## src/rtl/ofdm_pkg.sv

```systemverilog
// Shared defaults and FSM state types for the OFDM cyclic-prefix inserter.
package ofdm_pkg;

   localparam int DATA_W  = 14;
   localparam int FFT_LEN = 16;
   localparam int CP_LEN  = 4;

   localparam logic [1:0] ERR_NONE = 2'b00;

   typedef enum logic {
      W_IDLE,
      W_FILL
   } wr_state_e;

   typedef enum logic [1:0] {
      R_IDLE,
      R_CP,
      R_DATA
   } rd_state_e;

endpackage

```

## src/rtl/cp_pingpong_ram.sv

```systemverilog
// Two-bank frame store: one write port, one asynchronous read port and a full flag per bank.
module cp_pingpong_ram #(
   parameter int DATA_W  = 14,
   parameter int FFT_LEN = 16,
   localparam int ADDR_W = $clog2(FFT_LEN)
) (
   input  logic                clk,
   input  logic                reset_n,
   input  logic                wr_en,
   input  logic                wr_bank,
   input  logic [ADDR_W-1:0]   wr_addr,
   input  logic [2*DATA_W-1:0] wr_data,
   input  logic                rd_bank,
   input  logic [ADDR_W-1:0]   rd_addr,
   output logic [2*DATA_W-1:0] rd_data,
   input  logic                set_en,
   input  logic                set_bank,
   input  logic                clr_en,
   input  logic                clr_bank,
   output logic [1:0]          full
);

   logic [2*DATA_W-1:0] mem_q [2*FFT_LEN];
   logic [1:0]          full_q;
   logic [1:0]          full_d;

   always_ff @(posedge clk) begin
      if (wr_en) begin
         mem_q[{wr_bank, wr_addr}] <= wr_data;
      end
   end

   assign rd_data = mem_q[{rd_bank, rd_addr}];

   // Set and clear always target different banks, so both can land in one cycle.
   always_comb begin
      full_d = full_q;
      if (set_en) begin
         full_d[set_bank] = 1'b1;
      end
      if (clr_en) begin
         full_d[clr_bank] = 1'b0;
      end
   end

   always_ff @(posedge clk or negedge reset_n) begin
      if (!reset_n) begin
         full_q <= 2'b00;
      end else begin
         full_q <= full_d;
      end
   end

   assign full = full_q;

endmodule

```

## src/rtl/ofdm_cp_insert.sv

```systemverilog
// Cyclic-prefix inserter: captures IFFT frames into a ping-pong buffer and replays CP + frame.
// Optional OFDM_CP_DROP_CNT_EN adds a saturating drop_count output.
module ofdm_cp_insert #(
   parameter int DATA_W  = ofdm_pkg::DATA_W,
   parameter int FFT_LEN = ofdm_pkg::FFT_LEN,
   parameter int CP_LEN  = ofdm_pkg::CP_LEN
) (
   input  logic              clk,
   input  logic              reset_n,
   input  logic              sink_valid,
   output logic              sink_ready,
   input  logic              sink_sop,
   input  logic              sink_eop,
   input  logic [1:0]        sink_error,
   input  logic [DATA_W-1:0] sink_real,
   input  logic [DATA_W-1:0] sink_imag,
   output logic              source_valid,
   input  logic              source_ready,
   output logic              source_sop,
   output logic              source_eop,
   output logic [1:0]        source_error,
   output logic [DATA_W-1:0] source_real,
   output logic [DATA_W-1:0] source_imag
`ifdef OFDM_CP_DROP_CNT_EN
   ,
   output logic [7:0]        drop_count
`endif
);

   import ofdm_pkg::*;

   localparam int ADDR_W = $clog2(FFT_LEN);
   localparam logic [ADDR_W-1:0] LAST_ADDR = ADDR_W'(FFT_LEN - 1);
   localparam logic [ADDR_W-1:0] CP_START  = ADDR_W'(FFT_LEN - CP_LEN);

   wr_state_e           w_state_q, w_state_d;
   logic                w_bank_q, w_bank_d;
   logic [ADDR_W-1:0]   w_addr_q, w_addr_d;
   logic [1:0]          w_err_q, w_err_d;
   logic [1:0][1:0]     bank_err_q, bank_err_d;

   rd_state_e           r_state_q, r_state_d;
   logic                r_bank_q, r_bank_d;
   logic [ADDR_W-1:0]   r_addr_q, r_addr_d;

   logic                src_valid_q, src_valid_d;
   logic                src_sop_q, src_sop_d;
   logic                src_eop_q, src_eop_d;
   logic [1:0]          src_err_q, src_err_d;
   logic [DATA_W-1:0]   src_real_q, src_real_d;
   logic [DATA_W-1:0]   src_imag_q, src_imag_d;

   logic                wr_en, set_en, clr_en, drop;
   logic [ADDR_W-1:0]   cur_addr;
   logic [1:0]          err_acc;
   logic [1:0]          full;
   logic [2*DATA_W-1:0] rd_data;
   logic                accept, load;

   cp_pingpong_ram #(
      .DATA_W  (DATA_W),
      .FFT_LEN (FFT_LEN)
   ) u_ram (
      .clk      (clk),
      .reset_n  (reset_n),
      .wr_en    (wr_en),
      .wr_bank  (w_bank_q),
      .wr_addr  (cur_addr),
      .wr_data  ({sink_real, sink_imag}),
      .rd_bank  (r_bank_q),
      .rd_addr  (r_addr_q),
      .rd_data  (rd_data),
      .set_en   (set_en),
      .set_bank (w_bank_q),
      .clr_en   (clr_en),
      .clr_bank (r_bank_q),
      .full     (full)
   );

   assign sink_ready = ~full[w_bank_q];
   assign accept     = sink_valid && sink_ready;

   // A sop always restarts at address 0 with a fresh error accumulator, from either state.
   always_comb begin
      w_state_d  = w_state_q;
      w_bank_d   = w_bank_q;
      w_addr_d   = w_addr_q;
      w_err_d    = w_err_q;
      bank_err_d = bank_err_q;
      wr_en      = 1'b0;
      set_en     = 1'b0;
      drop       = 1'b0;
      cur_addr   = sink_sop ? '0 : w_addr_q;
      err_acc    = (sink_sop ? ERR_NONE : w_err_q) | sink_error;
      if (accept && (w_state_q == W_FILL || sink_sop)) begin
         wr_en = 1'b1;
         if (sink_eop) begin
            w_state_d = W_IDLE;
            if (cur_addr == LAST_ADDR) begin
               set_en               = 1'b1;
               bank_err_d[w_bank_q] = err_acc;
               w_bank_d             = ~w_bank_q;
            end else begin
               drop = 1'b1;
            end
         end else if (cur_addr == LAST_ADDR) begin
            drop      = 1'b1;
            w_state_d = W_IDLE;
         end else begin
            w_addr_d  = cur_addr + ADDR_W'(1);
            w_err_d   = err_acc;
            w_state_d = W_FILL;
         end
      end
   end

   // The bank is freed once its last sample is captured in the output register,
   // and the next full bank starts immediately so frames stay contiguous.
   always_comb begin
      r_state_d   = r_state_q;
      r_bank_d    = r_bank_q;
      r_addr_d    = r_addr_q;
      clr_en      = 1'b0;
      load        = !src_valid_q || source_ready;
      src_valid_d = src_valid_q;
      src_sop_d   = src_sop_q;
      src_eop_d   = src_eop_q;
      src_err_d   = src_err_q;
      src_real_d  = src_real_q;
      src_imag_d  = src_imag_q;
      if (load) begin
         src_valid_d = 1'b0;
         src_sop_d   = 1'b0;
         src_eop_d   = 1'b0;
      end
      case (r_state_q)
         R_IDLE: begin
            if (full[r_bank_q]) begin
               r_state_d = R_CP;
               r_addr_d  = CP_START;
            end
         end
         R_CP, R_DATA: begin
            if (load) begin
               src_valid_d = 1'b1;
               src_sop_d   = (r_state_q == R_CP) && (r_addr_q == CP_START);
               src_eop_d   = (r_state_q == R_DATA) && (r_addr_q == LAST_ADDR);
               src_err_d   = bank_err_q[r_bank_q];
               src_real_d  = rd_data[2*DATA_W-1:DATA_W];
               src_imag_d  = rd_data[DATA_W-1:0];
               if (r_addr_q != LAST_ADDR) begin
                  r_addr_d = r_addr_q + ADDR_W'(1);
               end else if (r_state_q == R_CP) begin
                  r_state_d = R_DATA;
                  r_addr_d  = '0;
               end else begin
                  clr_en   = 1'b1;
                  r_bank_d = ~r_bank_q;
                  if (full[~r_bank_q]) begin
                     r_state_d = R_CP;
                     r_addr_d  = CP_START;
                  end else begin
                     r_state_d = R_IDLE;
                  end
               end
            end
         end
         default: r_state_d = R_IDLE;
      endcase
   end

   always_ff @(posedge clk or negedge reset_n) begin
      if (!reset_n) begin
         w_state_q   <= W_IDLE;
         w_bank_q    <= 1'b0;
         w_addr_q    <= '0;
         w_err_q     <= ERR_NONE;
         bank_err_q  <= '0;
         r_state_q   <= R_IDLE;
         r_bank_q    <= 1'b0;
         r_addr_q    <= '0;
         src_valid_q <= 1'b0;
         src_sop_q   <= 1'b0;
         src_eop_q   <= 1'b0;
         src_err_q   <= ERR_NONE;
         src_real_q  <= '0;
         src_imag_q  <= '0;
      end else begin
         w_state_q   <= w_state_d;
         w_bank_q    <= w_bank_d;
         w_addr_q    <= w_addr_d;
         w_err_q     <= w_err_d;
         bank_err_q  <= bank_err_d;
         r_state_q   <= r_state_d;
         r_bank_q    <= r_bank_d;
         r_addr_q    <= r_addr_d;
         src_valid_q <= src_valid_d;
         src_sop_q   <= src_sop_d;
         src_eop_q   <= src_eop_d;
         src_err_q   <= src_err_d;
         src_real_q  <= src_real_d;
         src_imag_q  <= src_imag_d;
      end
   end

   assign source_valid = src_valid_q;
   assign source_sop   = src_sop_q;
   assign source_eop   = src_eop_q;
   assign source_error = src_err_q;
   assign source_real  = src_real_q;
   assign source_imag  = src_imag_q;

`ifdef OFDM_CP_DROP_CNT_EN
   logic [7:0] drop_cnt_q, drop_cnt_d;

   always_comb begin
      drop_cnt_d = drop_cnt_q;
      if (drop && drop_cnt_q != 8'hFF) begin
         drop_cnt_d = drop_cnt_q + 8'd1;
      end
   end

   always_ff @(posedge clk or negedge reset_n) begin
      if (!reset_n) begin
         drop_cnt_q <= 8'd0;
      end else begin
         drop_cnt_q <= drop_cnt_d;
      end
   end

   assign drop_count = drop_cnt_q;
`endif

endmodule

```

## config.mk

```make
export PLATFORM = sky130hd
export DESIGN_NAME = ofdm_cp_insert
export DESIGN_NICKNAME = d
export VERILOG_FILES = /design/src/rtl/ofdm_pkg.sv /design/src/rtl/cp_pingpong_ram.sv /design/src/rtl/ofdm_cp_insert.sv
export SDC_FILE = /design/constraint.sdc
export NUM_CORES = 1
export LEC_CHECK = 0
export CAP_MARGIN = 20
export CORE_MARGIN = 2
export CORE_UTILIZATION = 50
export CTS_CLUSTER_DIAMETER = 120
export DETAILED_ROUTE_END_ITERATION = 7
export GPL_TIMING_DRIVEN = 0
export PLACE_DENSITY_LB_ADDON = 0.1
export SLEW_MARGIN = 20
export SYNTH_ARGS = -nofsm -noshare
export SYNTH_HDL_FRONTEND = slang
export SYNTH_SLANG_ARGS = --single-unit
```

## constraint.sdc

```tcl
create_clock -name clk -period 3.87 [get_ports clk]
set_input_delay 0.774 -clock clk [delete_from_list [all_inputs] [get_ports clk]]
set_output_delay 0.774 -clock clk [all_outputs]
set_load 0.02 [all_outputs]
```

* Yosys cells after proc, flatten, opt, wreduce, memory -nomap -nowiden
Memories as Yosys holds them, arrays and structs flattened. A register that Yosys moved wholly into a read port is not among the register bits.
Index checks and enable logic that the tools add are counted.
** Cells by class
- Add/subtract/negate cells :: 2
- Magnitude comparators :: 5
- Eq/ne operators :: 10
- Multiplexer cells :: 52
- Bitwise logic cells :: 11
- Reductions and logical operators :: 19
** Operator list (count)
- $mux 1 :: 30
- $mux 4 :: 6
- $mux 2 :: 10
- $eq 4x4->1 const B :: 3
- $reduce_and 3->1 :: 3
- $add 4x1->4 const B :: 2
- $ne 4x4->1 const B :: 2
- $pmux 4 s2 :: 1
- $reduce_and 4->1 :: 2
- $not 1->1 :: 7
- $logic_and 1x1->1 :: 6
- $lt 1x2->1 const B :: 3
- $ne 2x2->1 const B :: 3
- $bwmux 4 :: 1
- $or 2x2->2 :: 2
- $pmux 2 s2 :: 1
- $and 2x2->2 :: 1
- $demux 1 s1 :: 2
- $demux 2 s1 :: 1
- $eq 2x1->1 const B :: 1
- $eq 2x2->1 const B :: 1
- $ge 1x1->1 const B :: 2
- $logic_not 1->1 :: 2
- $logic_not 2->1 :: 1
- 5 further kinds :: 6
** Storage, ports and cells
- Bits in registers :: 26
- Memory bits (writable) :: 896
- Input bits :: 36
- Output and inout port bits :: 34
- Memories :: 1
** Memory list
- u_ram.mem_q :: depth 32, bits a word 28, rd ports 1, clocked after memory_dff 1, wr ports 1, line cp_pingpong_ram.sv:23 : logic [2*DATA_W-1:0] mem_q [2*FFT_LEN];

* Depth between registers and ports, before layout
Gate-level depths: netlist (run 1).
- Depth after elaboration :: 9
- Mapped depth :: 9
- Depth with buffers taken out :: 6

* Hierarchy
Synthesis (run 1) repeated with hierarchy kept, for this count alone.
** Second synthesis, totals
- Cell total of the unflattened synthesis :: 2148
- Area total of the unflattened synthesis :: 37369.6 µm²
** Modules (own cells, without submodules)
- cp_pingpong_ram :: times used 1, cells each 1964, area an instance 34959.8 µm²
- ofdm_cp_insert :: times used 1, cells each 184, area an instance 2409.8 µm²

* Least setup slack after synthesis (run 1)
OpenSTA, ideal clock, no wires.
- Kind :: input to register
- Start point :: in sink_sop
- End point :: mem u_ram.mem_q[15][0] (netlist bit), enable pin
- Setup time :: 413 ps
- Data arrival time :: 2962 ps
- Data required time :: 3457 ps
- Path slack :: 495 ps
- Stages :: 6
- Cell sequence :: clkbuf_1 nor2b_1 ha_1 o2111ai_1 buf_2 nor2_1
** Between the ends
- Longest elaborated chain between the ends :: 5
- Elaborated cells on any way between the ends :: 6
** RTL lines
- start: declaration :: line ofdm_cp_insert.sv:12 : input logic sink_sop,
- $logic_or 1x1->1 :: line ofdm_cp_insert.sv:95 : if (accept && (w_state_q == W_FILL || sink_sop)) begin
- $logic_and 1x1->1 :: line ofdm_cp_insert.sv:95
- $mux 1 :: line ofdm_cp_insert.sv:95
- $mux 1 :: line cp_pingpong_ram.sv:28 : if (wr_en) begin
- $mux 1 (implied by the code) :: line cp_pingpong_ram.sv:29 : mem_q[{wr_bank, wr_addr}] <= wr_data;
- end: declaration :: line cp_pingpong_ram.sv:23
Parallel ways exist; a longest one is shown, timed or not.

==> summary.txt, run 1 <==
Status
  – Status: complete, no violations

Layout
  – Area of the multi-input gates: 0.00816 sq mm
  – Layout area overhead: 15.8%
  – Post-Route Utilization: 58.5%
  – ANT cells: 0
  – Register area: 0.0283 sq mm
  – Fillcell total: 5,292
  – Final instance area: 0.0426 sq mm
  – Layout cell share with drive strength beyond 1: 22.9%
  – Layout Nets: 2,069

Critical path
  – Crit path from: r_addr_q[1]
  – Worst reg2reg path startpoint: r_addr_q[1]
  – CP Data Required Time: 4.34 ns
  – FF-to-FF path depth: 7
  – Kind of cell adding the most delay to the critical path: buffers and inverters
  – Critical Path End Type: register
  – Worst setup SP type: register
  – Crit-path max cell delay: 0.96 ns
  – WP depth: 7
  – Crit-path max FO: 10
  – Cell chain of the critical path: buf_4 -> nand3b_1 -> clkbuf_1 -> clkbuf_1 -> o22ai_1 -> a2111oi_0 -> a211oi_1
  – CP Buf/Inv Count: 3
  – Slowest-stage cell, CP: a2111oi_0
  – Crit path arrival time: 4.02 ns
  – Most used cell, CP: clkbuf_1
  – Worst setup path class: register to register

Routing
  – Total wire length: 87,200 microns
  – Antenna-violating nets left: 0
  – Drt first pass iters: 5
  – Vias: 18,300
  – Starting DRT DRC Count: 1,822
  – Post-route DRC: 0
  – Via density: 5.97
  – Routed WL per cell: 28.5 microns

Clock tree
  – Total CTS buffers: 97
  – Clock Latency Late Sink: 0.65 ns
  – Post-CTS Resized: 0
  – Max clock buf depth: 3
  – # H-tree levels: 3
  – Clock transition at path regs: 0.06 ns
  – CTS tree: built
  – Clock sink total: 950
  – Root buf cell: clkbuf_16

Synth
  – Flops & latches, synth: 950
  – Main synth FF type: edfxtp_1
  – Asr flop ratio synth: 5.68%
  – Post-synth top cells: edfxtp_1 (896), mux2i_1 (198), mux4_2 (140)
  – Compound-Gate Fraction of Synth Area: 3.48%
  – Top-count cell post-synth: edfxtp_1
  – Cell count after synthesis: 1,818
  – Register area share after synthesis: 76.8%
  – Yosys top cell by area: edfxtp_1
  – Synthesized area per cell: 20.2 sq um
  – Post-synthesis simple-gate area fraction: 2.47%
  – Ys Warns: 0
  – Post-Synth Adder-Cell Area: 0.340%
  – Synth top area share: 73.2%
  – Main combinational cell family by area after synthesis: multiplexers
  – Synth top area cells: edfxtp_1 (73%), mux4_2 (8.6%), mux2i_1 (5.4%), dfrtp_1 (3.7%), o22ai_1 (1.2%)
  – Xor/xnor share of the synthesized area: 0.0476%
  – Syn_nets: 1,864
  – Yosys cell types: 45
  – Post-Syn Area: 0.0368 sq mm
  – Mux contribution to synthesized area: 15.2%
  – Post-synth EDFFs: 896

GRT
  – Total Routing Usage GR: 23.6%
  – Largest net degree at the start of global routing: 36
  – Vias in the first global route: 18,600
  – Initial antenna violation count: 0
  – GRT Residual Overflow: 0
  – First-pass GRT wire length: 127,000 microns

Power
  – Peak VDD IR: 0.000475 V
  – Leakage: 0.0136 uW
  – Power Density: 667 mW/mm^2
  – Total power: 28,400 uW

Die
  – Row Count: 99
  – I/O pin total: 70
  – Core ar.: 0.0728 sq mm
  – Die area: 0.0757 sq mm
  – Starting Density: 50.5%
  – Die width: 275 microns
  – Die height: 275 microns

STA
  – Final Max Tran Viols: 0
  – Maximum clock frequency: 282 MHz
  – Final Hold Violating Endpoints: 0
  – RSZ-0062 raised after global routing: no
  – Final hold slack: 0.484 ns
  – Pin slew with the least headroom to its limit: 1.27 ns
  – Slew margin rel.: 13.2%
  – Tcrit/Tclk final: 91.7%
  – # setup viols final: 0
  – Final worst setup slack: 0.320 ns
  – Tmin final: 3.55 ns
  – Post-Route Skew: 0.0187 ns

Placed design
  – Worst slack at placement: 0.00917 ns
  – Gpl congestion: 0.821
  – PortBufs: 69
  – DP Area: 0.0397 sq mm
  – Post-DP HPWL: 57,600 microns

Run
  – Max-Cap Viols: 0

Min path
  – Worst Hold Class: register to register
  – Min-delay src: source_error[0]
  – Hold Path Depth: 2
-- state kept, by name (all words and copies together) (netlist names), named ones only --
signal	cells
w_state_q	1
w_addr_q	4
u_ram.mem_q	896
source_real	14
r_bank_q	1
r_state_q	2
w_err_q	2
w_bank_q	1
u_ram.full	2
bank_err_q	4
source_error	2
r_addr_q	4
source_imag	14
-- final cells by class --
type / instances / share of cell area [%]
inverter: 13 / 0.115
clock buffer: 133 / 6.14
timing repair buffer: 106 / 3.21
multi-input combinational: 757 / 19.2
clock inverter: 46 / 0.852
tap: 959 / 2.82
sequential: 950 / 66.4
buffer: 98 / 1.33
-- repair_timing --
action	in CTS	in global routing
hold buffers	1	0
setup buffers	0	0
hold endpoints to repair	18	0
-- power breakdown --
part / switching [uW] / total [uW] / internal, uW
registers: 248 / 11800 / 11600
clock network: 3790 / 8790 / 4990
logic: 4480 / 7770 / 3290
total: 8520 / 28400 / 19900
-- path summary, 6_finish.rpt --
kind                                    to  slack, ns
setup / recovery           source_real[10]       0.32
hold / removal             source_error[0]       0.48
setup reg to reg           source_real[10]       0.32
hold reg to reg            source_error[0]       0.48
max in group asynchronous   source_imag[6]       2.78
min in group asynchronous  source_imag[10]       0.56
-- per-stage QoR --
stage / TNS [ns] / std cells
after floorplan: 0 / 1818
after global placement: -1234.55 / 2846
after detailed placement: 0 / 2882
after CTS: 0 / 3062
after global routing: 0 / 3062
final: 0 / 3062
-- tightest hold or removal path, stage by stage, from the launching register on --
cell     delay, ns
dfrtp_1       0.34
nand2_1       0.05
o21ai_0       0.06
-- cells by family after synthesis --
logic type,after synthesis
compound gates,173
xor+xnor,2
fa+ha+maj,10
buf+inv,111
flops,950
mux,377
simple gates,195
-- metal layers --
metal  track usage, %  vias up  part of all wire, %
li1                 -     7907                    -
met1             32.7     9635                   42
met2             38.1      570                   48
met3             3.60      159                  5.4
met4             8.92        0                  3.9
met5                0        -                    0
-- cells in the final DEF, fill, tap and decap left out, types with 18 or more instances in the layout --
| master | n |
|---|---|
| edfxtp_1 | 896 |
| mux2i_1 | 198 |
| mux4_2 | 140 |
| clkbuf_16 | 97 |
| o22ai_1 | 73 |
| clkbuf_1 | 64 |
| buf_2 | 55 |
| dfrtp_1 | 54 |
| nand2_1 | 49 |
| clkdlybuf4s50_1 | 41 |
| mux2_2 | 39 |
| nor2_1 | 33 |
| nor2_4 | 32 |
| buf_4 | 19 |
| nor3_1 | 18 |
| and2_1 | 18 |
| buf_12 | 18 |
Power figures use the tool's default switching activity.
==> run 2: changes to the inputs <==
Settings changed: CORE_ASPECT_RATIO set to 2, SETUP_SLACK_MARGIN set to 0.15.
==> run 2 against run 1 <==
  * Cell area shrank 0.96%
  * Total power shrank 1.3%
  * Routed wire length grew 9.6%
  * Global-route usage grew 2.3 points
  * Cell count shrank 2.1%
  * Via count grew 0.87%
  * Critical path type unchanged
  * Critical endpoint is now source_imag[11]
==> summary.txt, run 2 (same netlist as run 1, synthesis figures left out) <==
STA
  – Tmin final: 3.50 ns (-0.0536 ns)
  – Slew margin rel.: 20.1% (+6.9 points)
  – Maximum clock frequency: 286 MHz (+1.5%)
  – Setup TNS: 0 ns (unchanged)
  – Pin slew with the least headroom to its limit: 1.17 ns (-0.101 ns)
  – Final Max Tran Viols: 0 (unchanged)
  – RSZ-0062 raised after global routing: no
  – Tcrit/Tclk final: 90.3% (-1.4 points)
  – # setup viols final: 0 (unchanged)
  – Final Hold Violating Endpoints: 0 (unchanged)
  – Post-Route Skew: 0.0207 ns (+0.00197 ns)

Layout
  – Commonest cells after routing, fill and taps aside: edfxtp_1 (896), mux2i_1 (198), mux4_2 (140)
  – Layout area overhead: 14.7%
  – Post-Route Utilization: 57.9% (-0.59 points)
  – Layout Nets: 2,052 (-0.82%)
  – Final instance area: 0.0422 sq mm (-0.96%)
  – Layout cell share with drive strength beyond 1: 22.4% (-0.54 points)
  – Most common cell after layout, fill and taps aside: edfxtp_1
  – Largest Register: u_ram.mem_q
  – Max FFs per register: 896 (unchanged)

GRT
  – GRT Residual Overflow: 0 (unchanged)
  – Initial antenna violation count: 3 (+3)
  – Total Routing Usage GR: 25.9% (+2.3 points)
  – Largest net degree at the start of global routing: 43 (+19%)
  – First-pass GRT wire length: 137,000 microns (+7.7%)
  – Vias in the first global route: 19,300 (+3.6%)

Min path
  – Hold Path Depth: 2 (unchanged)
  – Worst Hold Class: register to register
  – Min-delay src: source_error[1]
  – Hold endpoint: source_error[1]

Die
  – Row Count: 140 (+41%)
  – I/O pin total: 70 (unchanged)
  – Die height: 388 microns (+41%)
  – Core ar.: 0.0729 sq mm (about the same)
  – Starting Density: 50.5% (about the same)
  – Die width: 196 microns (-29%)
  – Die area: 0.0759 sq mm (+0.17%)

Critical path
  – CP Data Required Time: 4.35 ns (about the same)
  – Critical Path End Type: register
  – R2R Setup Slk: 0.37 ns (+0.05 ns)
  – RR Endpoint: source_imag[11]
  – Worst setup path class: register to register
  – Worst reg2reg path startpoint: r_addr_q[1]
  – Crit path arrival time: 3.98 ns (-0.04 ns)
  – Crit-path max FO: 10 (unchanged)
  – FF-to-FF path depth: 7 (unchanged)
  – Worst setup SP type: register

Clock tree
  – Clock Latency Late Sink: 0.65 ns (about the same)
  – Total CTS buffers: 81 (-16%)
  – Clock sink total: 950 (unchanged)
  – # H-tree levels: 3 (unchanged)
  – Post-CTS Setup Inserts: 0 (unchanged)
  – Clock transition at path regs: 0.07 ns (about the same)
  – Max clock buf depth: 3 (unchanged)
  – Root buf cell: clkbuf_16
  – CTS tree: built

Power
  – Peak VDD IR: 0.000539 V (+14%)
  – Leakage: 0.0135 uW (-1.3%)
  – Power Density: 665 mW/mm^2 (-0.36%)

Routing
  – Starting DRT DRC Count: 1,740 (-4.5%)
  – Via density: 6.15 (+3.1%)
  – Drt first pass iters: 5 (unchanged)
  – Vias: 18,400 (+0.87%)
  – Routed WL per cell: 31.9 microns (+12%)
  – Total wire length: 95,600 microns (+9.6%)
  – Antenna-violating nets left: 0 (unchanged)
  – Post-route DRC: 0 (unchanged)

Placed design
  – Gpl congestion: 0.901 (+9.8%)
  – DP Area: 0.0396 sq mm (-0.18%)
  – PortBufs: 69 (unchanged)
  – Post-DP HPWL: 66,200 microns (+15%)

Status
  – Status: complete, no violations

Run
  – Max-Cap Viols: 0 (unchanged)
## run 2: cell count changes in the layout (fill, tap and decap cells not counted), moves of 2 or more
cell	delta
a2111oi_1	-9
clkinv_2	-2
clkinvlp_4	+4
a2111oi_0	+10
clkinv_1	+4
buf_12	-8
clkbuf_16	-14
clkbuf_1	-17
buf_16	+10
clkbuf_8	-5
clkdlybuf4s18_2	-3
clkinv_4	+2
## run 2: critical path: stages (launching register included)
cell	delay, ns
dfrtp_1	0.40
buf_4	0.24
nand3b_1	0.21
clkbuf_1	0.57
buf_1	0.55
o22ai_1	0.18
a2111oi_0	1.04
a211oi_1	0.11
## run 2: power breakdown
| group | internal [uW] | leakage (uW) | total [uW] | switching (uW) |
|---|---|---|---|---|
| clock network | 4300 | 0.00124 | 7950 | 3660 |
| logic | 3290 | 0.00351 | 8240 | 4950 |
| registers | 11600 | 0.00870 | 11800 | 255 |
## run 2: area by class of cell
cell class	count	area, sq um
timing repair buffer	105	1450
sequential	950	28300
tap	923	1150
antenna	1	2.50
clock buffer	97	2130
fill	5438	30700
multi-input combinational	757	8140
inverter	13	48.8
clock inverter	53	420
buffer	98	564
## run 2: through the flow
step,setup slack (ns),total power (uW),instances,hold slack (ns)
finish,0.374,28000,2997,0.488
global route,0.286,28900,2997,0.529
CTS,0.397,28300,2996,0.489
detailed placement,-0.190,20300,2845,0.480
global placement,-1.76,20200,2810,0.466
floorplan,0.495,17000,1818,0.466
## run 2: repair_timing
| action | in CTS | in global routing |
|---|---|---|
| setup endpoints to repair | 0 | 0 |
| endpoints found under the hold margin | 12 | 0 |
| resized for setup | 0 | 0 |
| hold buffers | 1 | 0 |
## run 2: how the worst max path moves through the flow
stage / startpoint / to / slack [ns]
after floorplan: sink_sop / u_ram.mem_q[15][0] / 0.49
after global placement: sink_sop / u_ram.mem_q[19][6] / -1.76
after detailed placement: sink_sop / u_ram.mem_q[18][6] / -0.19
after CTS: r_addr_q[1] / source_imag[11] / 0.40
after global routing: r_addr_q[1] / source_imag[11] / 0.29
final: r_addr_q[1] / source_imag[11] / 0.37
## run 2: layer usage
layer	GRT usage (%)	wire length [microns]	up-vias	part of all wire (%)
li1	-	-	7839	-
met1	29.5	33300	9705	35
met2	45.5	50400	681	53
met3	3.39	4700	201	4.9
met4	17.3	7150	4	7.5
met5	0	23	-	0.024
==> run 3: changes to the inputs <==
Settings changed: CORE_UTILIZATION 50 to 39.
==> run 3 against run 2 <==
  * Count of clock-buffer cells in the layout up 10
  * Worst setup slack improved by 0.060 ns
  * Clock power is 6.9% higher
  * Largest power group unchanged
  * Register-to-register slack gained 0.06 ns
  * Routed wire length increased by 9.3%
  * Largest cell class unchanged
==> summary.txt, run 3 (same netlist as run 1, synthesis figures left out) <==
Status
  – Status: complete, no violations

Routing
  – Via density: 5.54 (-10%)
  – Routed WL per cell: 31.8 microns (-0.40%)
  – Vias: 18,200 (-1.2%)
  – Post-route DRC: 0 (unchanged)
  – Antenna-violating nets left: 0 (unchanged)
  – Total wire length: 104,000 microns (+9.3%)
  – Drt first pass iters: 5 (unchanged)
  – Starting DRT DRC Count: 1,502 (-14%)

STA
  – RSZ-0062 raised after global routing: no
  – Final Hold Violating Endpoints: 0 (unchanged)
  – Final Max Tran Viols: 0 (unchanged)
  – Final hold slack: 0.484 ns (-0.00383 ns)
  – Slew margin rel.: 24.5% (+4.4 points)
  – Pin slew with the least headroom to its limit: 1.10 ns (-0.0647 ns)
  – Setup TNS: 0 ns (unchanged)
  – Maximum clock frequency: 291 MHz (+1.8%)
  – Tmin final: 3.44 ns (-0.0603 ns)
  – Tcrit/Tclk final: 88.8% (-1.6 points)
  – Post-Route Skew: 0.0197 ns (-0.000998 ns)
  – # setup viols final: 0 (unchanged)

Layout
  – Area of the multi-input gates: 0.00815 sq mm (about the same)
  – Commonest cells after routing, fill and taps aside: edfxtp_1 (896), mux2i_1 (198), mux4_2 (140)
  – Fillcell total: 7,920 (+46%)
  – Max FFs per register: 896 (unchanged)
  – Most common cell after layout, fill and taps aside: edfxtp_1
  – Layout Nets: 2,057 (+0.24%)
  – Largest Register: u_ram.mem_q
  – Layout cell share with drive strength beyond 1: 22.3% (-0.038 points)
  – Final cell count without fillers: 3,289 (+9.7%)
  – Layout area overhead: 16.1%
  – Register area: 0.0283 sq mm (unchanged)

Clock tree
  – Post-CTS Setup Inserts: 0 (unchanged)
  – CTS tree: built
  – Post-CTS Resized: 0 (unchanged)
  – CTS Hold Bufs: 1 (unchanged)
  – Clock transition at path regs: 0.07 ns (about the same)
  – Clock Latency Late Sink: 0.67 ns (+0.02 ns)
  – Clock sink total: 950 (unchanged)
  – Total CTS buffers: 87 (+7.4%)
  – Max clock buf depth: 3 (unchanged)
  – # H-tree levels: 3 (unchanged)
  – Root buf cell: clkbuf_16

GRT
  – Largest net degree at the start of global routing: 50 (+16%)
  – Initial antenna violation count: 0 (-3)
  – GRT Residual Overflow: 0 (unchanged)
  – GR peak layer: met2
  – Met3 usage: 2.93% (-0.46 points)
  – Vias in the first global route: 19,600 (+1.4%)
  – First-pass GRT wire length: 147,000 microns (+7.1%)
  – GR met1 Demand/Resource: 22.7% (-6.7 points)
  – GR Layer Usage met2: 42.3% (-3.2 points)
  – Total Routing Usage GR: 21.7% (-4.2 points)

Critical path
  – Crit path arrival time: 3.94 ns (-0.04 ns)
  – CP Data Required Time: 4.37 ns (+0.02 ns)
  – Critical Path End Type: register
  – R2R Setup Slk: 0.43 ns (+0.06 ns)
  – Worst setup path class: register to register
  – Worst setup SP type: register
  – Crit-path max FO: 10 (unchanged)

Placed design
  – Post-DP HPWL: 72,500 microns (+9.5%)
  – Cells after DPL: 3,128 (+9.9%)
  – Gpl congestion: 0.866 (-3.9%)
  – PortBufs: 69 (unchanged)

Min path
  – Worst Hold Class: register to register

Die
  – Starting Density: 39.2% (-11 points)
  – Core ar.: 0.0937 sq mm (+29%)
  – Row Count: 159 (+14%)
  – Die height: 438 microns (+13%)
  – Die width: 221 microns (+13%)
  – Die area: 0.0969 sq mm (+28%)
  – I/O pin total: 70 (unchanged)

Power
  – Power Density: 676 mW/mm^2 (+1.6%)
  – Leakage: 0.0135 uW (+0.66%)
  – Total power: 28,800 uW (+2.9%)
  – Peak VDD IR: 0.000428 V (-21%)

Run
  – Max-Cap Viols: 0 (unchanged)
-- run 3: changes by cell type in the layout (fill, tap and decap cells not counted), sizes merged --
cell,change
buf,-1
bufinv,+2
clkbuf,+10
clkinvlp,-4
inv,+1
-- run 3: where the power goes --
group,switching (uW),leakage (uW),internal (uW)
logic,5240,0.00350,3300
clock network,3810,0.00134,4690
registers,218,0.00870,11600
-- run 3: worst max-delay path, cell delays in order, from the launching register on --
cell and delay, ns:
dfrtp_1 0.40, buf_4 0.20, nand3_1 0.16, clkbuf_1 0.56, clkbuf_1 0.51, o22ai_1 0.31, a2111oi_0 1.02, a211oi_1 0.09
-- run 3: final timing paths --
| path | from | endpoint | cells past startpoint |
|---|---|---|---|
| setup reg to reg | r_addr_q[1] | source_real[8] | 7 |
| hold / removal | source_error[0] | source_error[0] | 2 |
| max in group asynchronous | reset_n | source_error[0] | 3 |
| min in group asynchronous | reset_n | source_real[11] | 2 |
| hold reg to reg | source_error[0] | source_error[0] | 2 |
| setup / recovery | r_addr_q[1] | source_real[8] | 7 |
-- run 3: metrics by stage --
| step | cell area [sq um] | utilization (%) | worst slack (ns) |
|---|---|---|---|
| 2_1_floorplan | 36800 | - | 0.495 |
| 3_3_place_gp | 39000 | 41.6 | -1.86 |
| 3_5_place_dp | 39900 | 42.6 | -0.166 |
| 4_1_cts | 42700 | 45.5 | 0.449 |
| 5_1_grt | 42700 | 45.5 | 0.336 |
| 6_report | 42700 | 45.6 | 0.434 |
-- run 3: routing by layer --
layer / part of all wire, % / vias up
li1: - / 7848
met1: 35 / 9778
met2: 57 / 452
met3: 3.2 / 135
met4: 4.7 / 0
met5: 0 / -
-- run 3: cell type report --
type / instances / area share [%]
clock inverter: 52 / 1.02
antenna: 1 / 0.00586
multi-input combinational: 757 / 19.1
clock buffer: 107 / 5.38
tap: 1207 / 3.54
timing repair buffer: 104 / 3.32
sequential: 950 / 66.2
inverter: 13 / 0.114
buffer: 98 / 1.32
